File: src/rtl/kp_line_feeder.sv
// ---------------------------------------------------------------------------
// kp_line_feeder
//
// Line-granular pixel source that feeds the 3x3 kernel line buffers from an
// upstream first-word-fall-through capture FIFO. Each accepted request
// produces exactly one complete line of LINE_LENGTH pixels. The block tracks
// the pixel and line position and flags start/end of line and start/end of
// frame for the consumer.
//
// Optional feature (macro KP_FEEDER_BOTTOM_PAD_EN):
//   The block keeps a one-line RAM holding the pixels of the line currently
//   being fetched. After the last line of a frame, the next accepted request
//   replays that stored line (no FIFO pops), so the kernel sees a replicated
//   bottom border. A frame is then LINE_COUNT+1 lines long, and the frame-done
//   pulse follows the replayed line.
//   With the macro undefined there is no RAM and no replay state.
//
// Ports
//   i_clk         clock
//   i_rstn        synchronous active-low reset
//   i_fifo_data   FIFO head word, valid when i_fifo_empty is low
//   i_fifo_empty  FIFO empty flag
//   o_fifo_rd     FIFO pop strobe (combinational)
//   i_req         consumer asks for one more line (level, sampled in IDLE)
//   o_data        registered pixel to the consumer
//   o_valid       o_data qualifier, at most one pixel per cycle
//   o_sol         with o_valid: first pixel of a line
//   o_eol         with o_valid: last pixel of a line
//   o_sof         with o_valid: first pixel of line 0
//   o_frame_done  one-cycle pulse the cycle after the last pixel of a frame
//   o_busy        block is not idle
// ---------------------------------------------------------------------------
module kp_line_feeder #(
   parameter int LINE_LENGTH = 640,
   parameter int LINE_COUNT  = 480,
   parameter int DATA_WIDTH  = 8,
   parameter int HOLDOFF     = 3
) (
   input  logic                  i_clk,
   input  logic                  i_rstn,
   input  logic [DATA_WIDTH-1:0] i_fifo_data,
   input  logic                  i_fifo_empty,
   output logic                  o_fifo_rd,
   input  logic                  i_req,
   output logic [DATA_WIDTH-1:0] o_data,
   output logic                  o_valid,
   output logic                  o_sol,
   output logic                  o_eol,
   output logic                  o_sof,
   output logic                  o_frame_done,
   output logic                  o_busy
);

   // Counter widths; clamped to at least one bit so degenerate parameter
   // values still elaborate.
   localparam int PW = (LINE_LENGTH > 1) ? $clog2(LINE_LENGTH) : 1;
   localparam int LW = (LINE_COUNT > 1) ? $clog2(LINE_COUNT) : 1;
   localparam int HW = (HOLDOFF > 0) ? $clog2(HOLDOFF + 1) : 1;

   localparam logic [PW-1:0] PIX_LAST  = PW'(LINE_LENGTH - 1);
   localparam logic [LW-1:0] LINE_LAST = LW'(LINE_COUNT - 1);
   localparam logic [HW-1:0] HOLD_LAST = HW'((HOLDOFF > 0) ? (HOLDOFF - 1) : 0);

`ifdef KP_FEEDER_BOTTOM_PAD_EN
   typedef enum logic [1:0] {
      ST_IDLE   = 2'd0,
      ST_BURST  = 2'd1,
      ST_HOLD   = 2'd2,
      ST_REPLAY = 2'd3
   } state_t;
`else
   typedef enum logic [1:0] {
      ST_IDLE  = 2'd0,
      ST_BURST = 2'd1,
      ST_HOLD  = 2'd2
   } state_t;
`endif

   state_t          state_q;
   state_t          afterLineState;
   logic [PW-1:0]   pixCnt_q;
   logic [PW-1:0]   pixCnt_d;
   logic [LW-1:0]   lineCnt_q;
   logic [LW-1:0]   lineCnt_d;
   logic [HW-1:0]   holdCnt_q;
   logic [HW-1:0]   holdCnt_d;
   logic            eofPend_q;
   logic            popEn;
   logic            pixFirst;
   logic            pixLast;
   logic            lineFirst;
   logic            lineLast;

   // Pop whenever the burst is running and the FIFO has a word; an empty
   // FIFO simply stalls the line with no timeout.
   assign popEn     = (state_q == ST_BURST) && !i_fifo_empty;
   assign o_fifo_rd = popEn;
   assign o_busy    = (state_q != ST_IDLE);

   assign pixFirst  = (pixCnt_q == '0);
   assign pixLast   = (pixCnt_q == PIX_LAST);
   assign lineFirst = (lineCnt_q == '0);
   assign lineLast  = (lineCnt_q == LINE_LAST);

   assign pixCnt_d  = pixLast ? '0 : pixCnt_q + 1'b1;
   assign lineCnt_d = lineLast ? '0 : lineCnt_q + 1'b1;
   assign holdCnt_d = holdCnt_q + 1'b1;

   // With no holdoff configured a finished line goes straight back to IDLE.
   assign afterLineState = (HOLDOFF == 0) ? ST_IDLE : ST_HOLD;

`ifdef KP_FEEDER_BOTTOM_PAD_EN
   logic                  padPend_q;
   logic [DATA_WIDTH-1:0] lineRam [LINE_LENGTH];

   // Every popped pixel overwrites its slot, so after the last line of a
   // frame the RAM holds exactly that line, ready for the replay.
   always_ff @(posedge i_clk) begin
      if (popEn) begin
         lineRam[pixCnt_q] <= i_fifo_data;
      end
   end
`endif

   // Main control: state, counters and all registered outputs. Pixel flags
   // are derived from the counters at pop time so they travel with o_data.
   // A request is only looked at in IDLE, so a request that coincides with
   // the last pop of a line, or arrives during the holdoff, is not taken.
   always_ff @(posedge i_clk) begin
      if (!i_rstn) begin
         state_q      <= ST_IDLE;
         pixCnt_q     <= '0;
         lineCnt_q    <= '0;
         holdCnt_q    <= '0;
         eofPend_q    <= 1'b0;
         o_data       <= '0;
         o_valid      <= 1'b0;
         o_sol        <= 1'b0;
         o_eol        <= 1'b0;
         o_sof        <= 1'b0;
         o_frame_done <= 1'b0;
`ifdef KP_FEEDER_BOTTOM_PAD_EN
         padPend_q    <= 1'b0;
`endif
      end else begin
         o_valid      <= 1'b0;
         o_sol        <= 1'b0;
         o_eol        <= 1'b0;
         o_sof        <= 1'b0;
         o_frame_done <= eofPend_q;
         eofPend_q    <= 1'b0;

         case (state_q)
            ST_IDLE: begin
               if (i_req) begin
`ifdef KP_FEEDER_BOTTOM_PAD_EN
                  state_q <= padPend_q ? ST_REPLAY : ST_BURST;
`else
                  state_q <= ST_BURST;
`endif
               end
            end

            ST_BURST: begin
               if (popEn) begin
                  o_data   <= i_fifo_data;
                  o_valid  <= 1'b1;
                  o_sol    <= pixFirst;
                  o_eol    <= pixLast;
                  o_sof    <= pixFirst && lineFirst;
                  pixCnt_q <= pixCnt_d;
                  if (pixLast) begin
                     lineCnt_q <= lineCnt_d;
                     holdCnt_q <= '0;
                     state_q   <= afterLineState;
`ifdef KP_FEEDER_BOTTOM_PAD_EN
                     if (lineLast) begin
                        padPend_q <= 1'b1;
                     end
`else
                     eofPend_q <= lineLast;
`endif
                  end
               end
            end

            ST_HOLD: begin
               if (holdCnt_q == HOLD_LAST) begin
                  holdCnt_q <= '0;
                  state_q   <= ST_IDLE;
               end else begin
                  holdCnt_q <= holdCnt_d;
               end
            end

`ifdef KP_FEEDER_BOTTOM_PAD_EN
            // Replay never touches the FIFO and never stalls.
            ST_REPLAY: begin
               o_data   <= lineRam[pixCnt_q];
               o_valid  <= 1'b1;
               o_sol    <= pixFirst;
               o_eol    <= pixLast;
               pixCnt_q <= pixCnt_d;
               if (pixLast) begin
                  lineCnt_q <= '0;
                  holdCnt_q <= '0;
                  padPend_q <= 1'b0;
                  eofPend_q <= 1'b1;
                  state_q   <= afterLineState;
               end
            end
`endif

            default: begin
               state_q <= ST_IDLE;
            end
         endcase
      end
   end

endmodule

File: config.mk
export PLATFORM = sky130hd
export DESIGN_NAME = kp_line_feeder
export DESIGN_NICKNAME = d
export VERILOG_FILES = /design/src/rtl/kp_line_feeder.sv
export SDC_FILE = /design/constraint.sdc
export NUM_CORES = 1
export LEC_CHECK = 0
export ABC_AREA = 1
export BUFFER_PORTS_ARGS = -buffer_cell sky130_fd_sc_hd__clkbuf_2
export CAP_MARGIN = 40
export CORE_MARGIN = 10
export CORE_UTILIZATION = 60
export DETAILED_ROUTE_END_ITERATION = 10
export GPL_TIMING_DRIVEN = 0
export PLACE_DENSITY = 0.83
export SYNTH_ARGS = -nofsm -noshare
export SYNTH_HDL_FRONTEND = slang
export SYNTH_SLANG_ARGS = --single-unit
File: constraint.sdc
create_clock -name i_clk -period 3.3 [get_ports i_clk]
set_input_delay 0.33 -clock i_clk [delete_from_list [all_inputs] [get_ports i_clk]]
set_output_delay 0.33 -clock i_clk [all_outputs]
set_load 0.1 [all_outputs]
==> results.tsv <==
stage	metric	value	unit
floorplanning	row count	19	
clock_tree	Clock Path Buffers	2	
drt	total routed wirelength	3819	um
worst_setup_path	crit path capture type	primary output	
sta	worst setup skew after layout	11.90	ps
floorplanning	Die Span X	75.18	um
worst_setup_path	biggest cell delay along the critical path	470	ps
floorplanning	Std-Cell Core Area	2829	um^2
layout	commonest non-fill, non-tap cell in the layout	nand2_1	
layout	share of post-route cells with drive strength above 1	0.2007	
global_routing	total congestion overflow after global routing	0	
drt	drt initial violations	94	
global_routing	maximum number of pins on one net before global-route repair	13	
clock_tree	CTS tree	built	
layout	n_diodes	0	
place	Final Wtd Congestion	0.8647	
worst_setup_path	Worst EP arrival	1740	ps
floorplanning	I/O pin total	27	
floorplanning	height of the die	75.18	um
sta	final setup violation count	0	
power_and_ir_drop	overall power	969.0	uW
global_routing	wire length of the first global-routing pass	6341	um
worst_setup_path	Critical Path Slowest Stage Cell	clkbuf_2	
worst_setup_path	type of the setup path with the least slack	reg2out	
worst_setup_path	Critical Path, Cell by Cell	nand3_4 > inv_2 > buf_4 > clkbuf_2	
drt	DR vias	1641	
global_routing	number of antenna violations at the first check in global routing	0	
logic_synthesis	cell area after synthesis	1827	um^2
sta	post-route setup TNS	0	ps
drt	Pre-Repair DR Iteration Count	4	
clock_tree	H-tree depth reported by CTS	2	
logic_synthesis	number of unique standard cell types used by synthesis	28	
floorplanning	die area	5651	um^2
sta	share of the cycle needed by the critical path after routing	0.6271	
logic_synthesis	largest area contributor in the netlist	dfxtp_1	
status	status	completed	
clock_tree	total CTS buffers	5	
layout	count of filler cells inserted in the layout	237	
power_and_ir_drop	cell leakage power	0.001034	uW
worst_setup_path	CP Buf/Inv Count	3	
global_routing	number of global-route vias before repair	1481	
worst_setup_path	crit-path leading delay family	buffers and inverters	
worst_setup_path	data required time at the worst endpoint	2970	ps
sta	Slew @ Worst Pin	555.9	ps
clock_tree	cells resized by post-CTS repair	0	
drt	via/cell ratio	5.128	
sta	max-slew violation total from the final report	0	
logic_synthesis	Seq cells post-synth	37	
layout	layout overhead on the synthesized area	14.59	%
sta	unrepaired setup endpoints after global routing	false	
logic_synthesis	number of warnings printed during yosys synthesis	0	
logic_synthesis	Post-Synthesis Cells	256	
layout	layout net count	304	
sta	Max Fclk	483.2	MHz
job	max-capacitance violation count	0	
worst_setup_path	Critical Path Source Type	flop	
logic_synthesis	share of the synthesized area in the top cell type	0.4055	
place	number of I/O port buffers	25	
clock_tree	clock slew seen by the registers of the worst setup and hold paths	110	ps
clock_tree	hold buffer count at cts	0	
floorplanning	Initial Utilization	0.6457	
power_and_ir_drop	PwrDens	462.9	nW/um^2
logic_synthesis	net count of the mapped netlist	272	
logic_synthesis	top post-synthesis cells by area	dfxtp_1 (41%), nand2_1 (14%), inv_1 (7.6%), nor2_1 (5.5%), a21oi_1 (4.7%)	
clock_tree	number of sinks on the clock net	37	
logic_synthesis	post-synthesis sequential area ratio	0.4055	
global_routing	GRT Util Overall	0.1442	
drt	Wirelength per Cell	11.93	um
clock_tree	Clock Root Buffer	clkbuf_4	
sta	Min Clock Period, post-route	2069	ps
clock_tree	# Post-CTS Setup Buffers	0	
clock_tree	clk_lat worst skew	350	ps
drt	Post-route DRC	0	
drt	post-detailed-route count of antenna-violating nets	0	
place	HPWL reported at the end of detailed placement	2901	um
hold_path	Hold/Removal Path Class	in2reg	
worst_setup_path	critical-path maximum fanout	10	
power_and_ir_drop	highest ir drop seen on vdd	0.3397	mV
sta	normalized max-slew margin	0.6310	
layout	post-route core utilization	0.7399	
sta	total count of hold-check failures in the final report	0	
logic_synthesis	synthesized area per cell	7.136	um^2
layout	most frequent cells in the layout	nand2_1 (69), inv_1 (37), dfxtp_1 (37), nor2_1 (27), clkbuf_2 (26)	
-- worst paths after layout --
kind                                    end  slack, ps                     start  cells past startpoint
setup / recovery                  o_fifo_rd       1230   state_q[0]$_SDFFE_PN0P_                      4
hold / removal       o_data[6]$_SDFFE_PN0P_        190            i_fifo_data[6]                      3
setup reg to reg  lineCnt_q[7]$_SDFFE_PN0P_       1780  pixCnt_q[0]$_SDFFE_PN0P_                      8
hold reg to reg     o_frame_done$_SDFF_PN0_        420      eofPend_q$_SDFF_PN0_                      2
-- layout make-up --
type	instances	area, um^2	share of cell area
plain buffers	7	40.04	0.01913
clock buffers	5	37.54	0.01793
clock inverters	3	65.06	0.03108
inverters	40	150.1	0.07173
multi-input cells	172	895.9	0.4280
flip-flops and latches	37	740.7	0.3539
well taps	31	38.79	0.01853
repair buffers	25	125.1	0.05977
-- sequential cells by signal, indices dropped and copies added, names as in the netlist --
name / count
eofPend_q: 1
holdCnt_q: 2
o_eol: 1
pixCnt_q: 10
o_valid: 1
state_q: 2
lineCnt_q: 9
o_sol: 1
o_data: 8
o_frame_done: 1
o_sof: 1
-- report_power, final --
group          switching (uW)  total [uW]  internal [uW]  leakage (uW)
Sequential               5.74         461            455      0.000299
Clock                     157         391            234     0.0000552
Combinational            91.5         117           25.4      0.000679
Total                     254         969            715       0.00103
-- cell usage after synthesis (all sizes together) --
cell    number
clkbuf       1
nand2       71
o21ai       10
inv         40
ha           4
dfxtp       37
a21oi       17
xnor2        1
nor4         1
buf          6
nand3       17
or2          1
xor2         5
nor3         5
nand4        7
nor2        33
-- routing by layer --
layer / vias up / routed length [um] / global-route usage
met2: 25 / 1884 / 0.2381
met5: - / 0 / 0
met1: 748 / 1711 / 0.1704
met3: 8 / 148 / 0.03811
met4: 0 / 75 / 0.07010
li1: 860 / - / -
-- cells by family after synthesis --
group | count (synthesis) | synth area share
adder cells (fa/ha/maj) | 4 | 0.02740
buffers and inverters | 47 | 0.1041
AO/OA/AOI/OAI | 27 | 0.07397
flip-flops | 37 | 0.4055
XOR/XNOR | 6 | 0.02877
AND/OR/NAND/NOR | 135 | 0.3603
-- worst register-to-register path, cell delays in order, from the launching register on --
cell and delay, ps:
dfxtp_1 400, ha_1 200, nand3_2 160, nor2_8 180
nand3_4 140, nand2_4 150, nand2_1 90, nand2_1 60
nor2_1 40
-- through the flow --
step | instance area (um^2) | std cells | hold slack, ps | worst slack, ps
after global routing | 2093 | 320 | 179.2 | 1146
after global placement | 1991 | 312 | 398.2 | 1494
after CTS | 2093 | 320 | 188.1 | 1209
after detailed placement | 1991 | 312 | 400.2 | 1496
after floorplan | 1827 | 256 | 390.5 | 1852
final | 2093 | 320 | 194.1 | 1231
No activity file was read; power rests on OpenSTA's default activity.
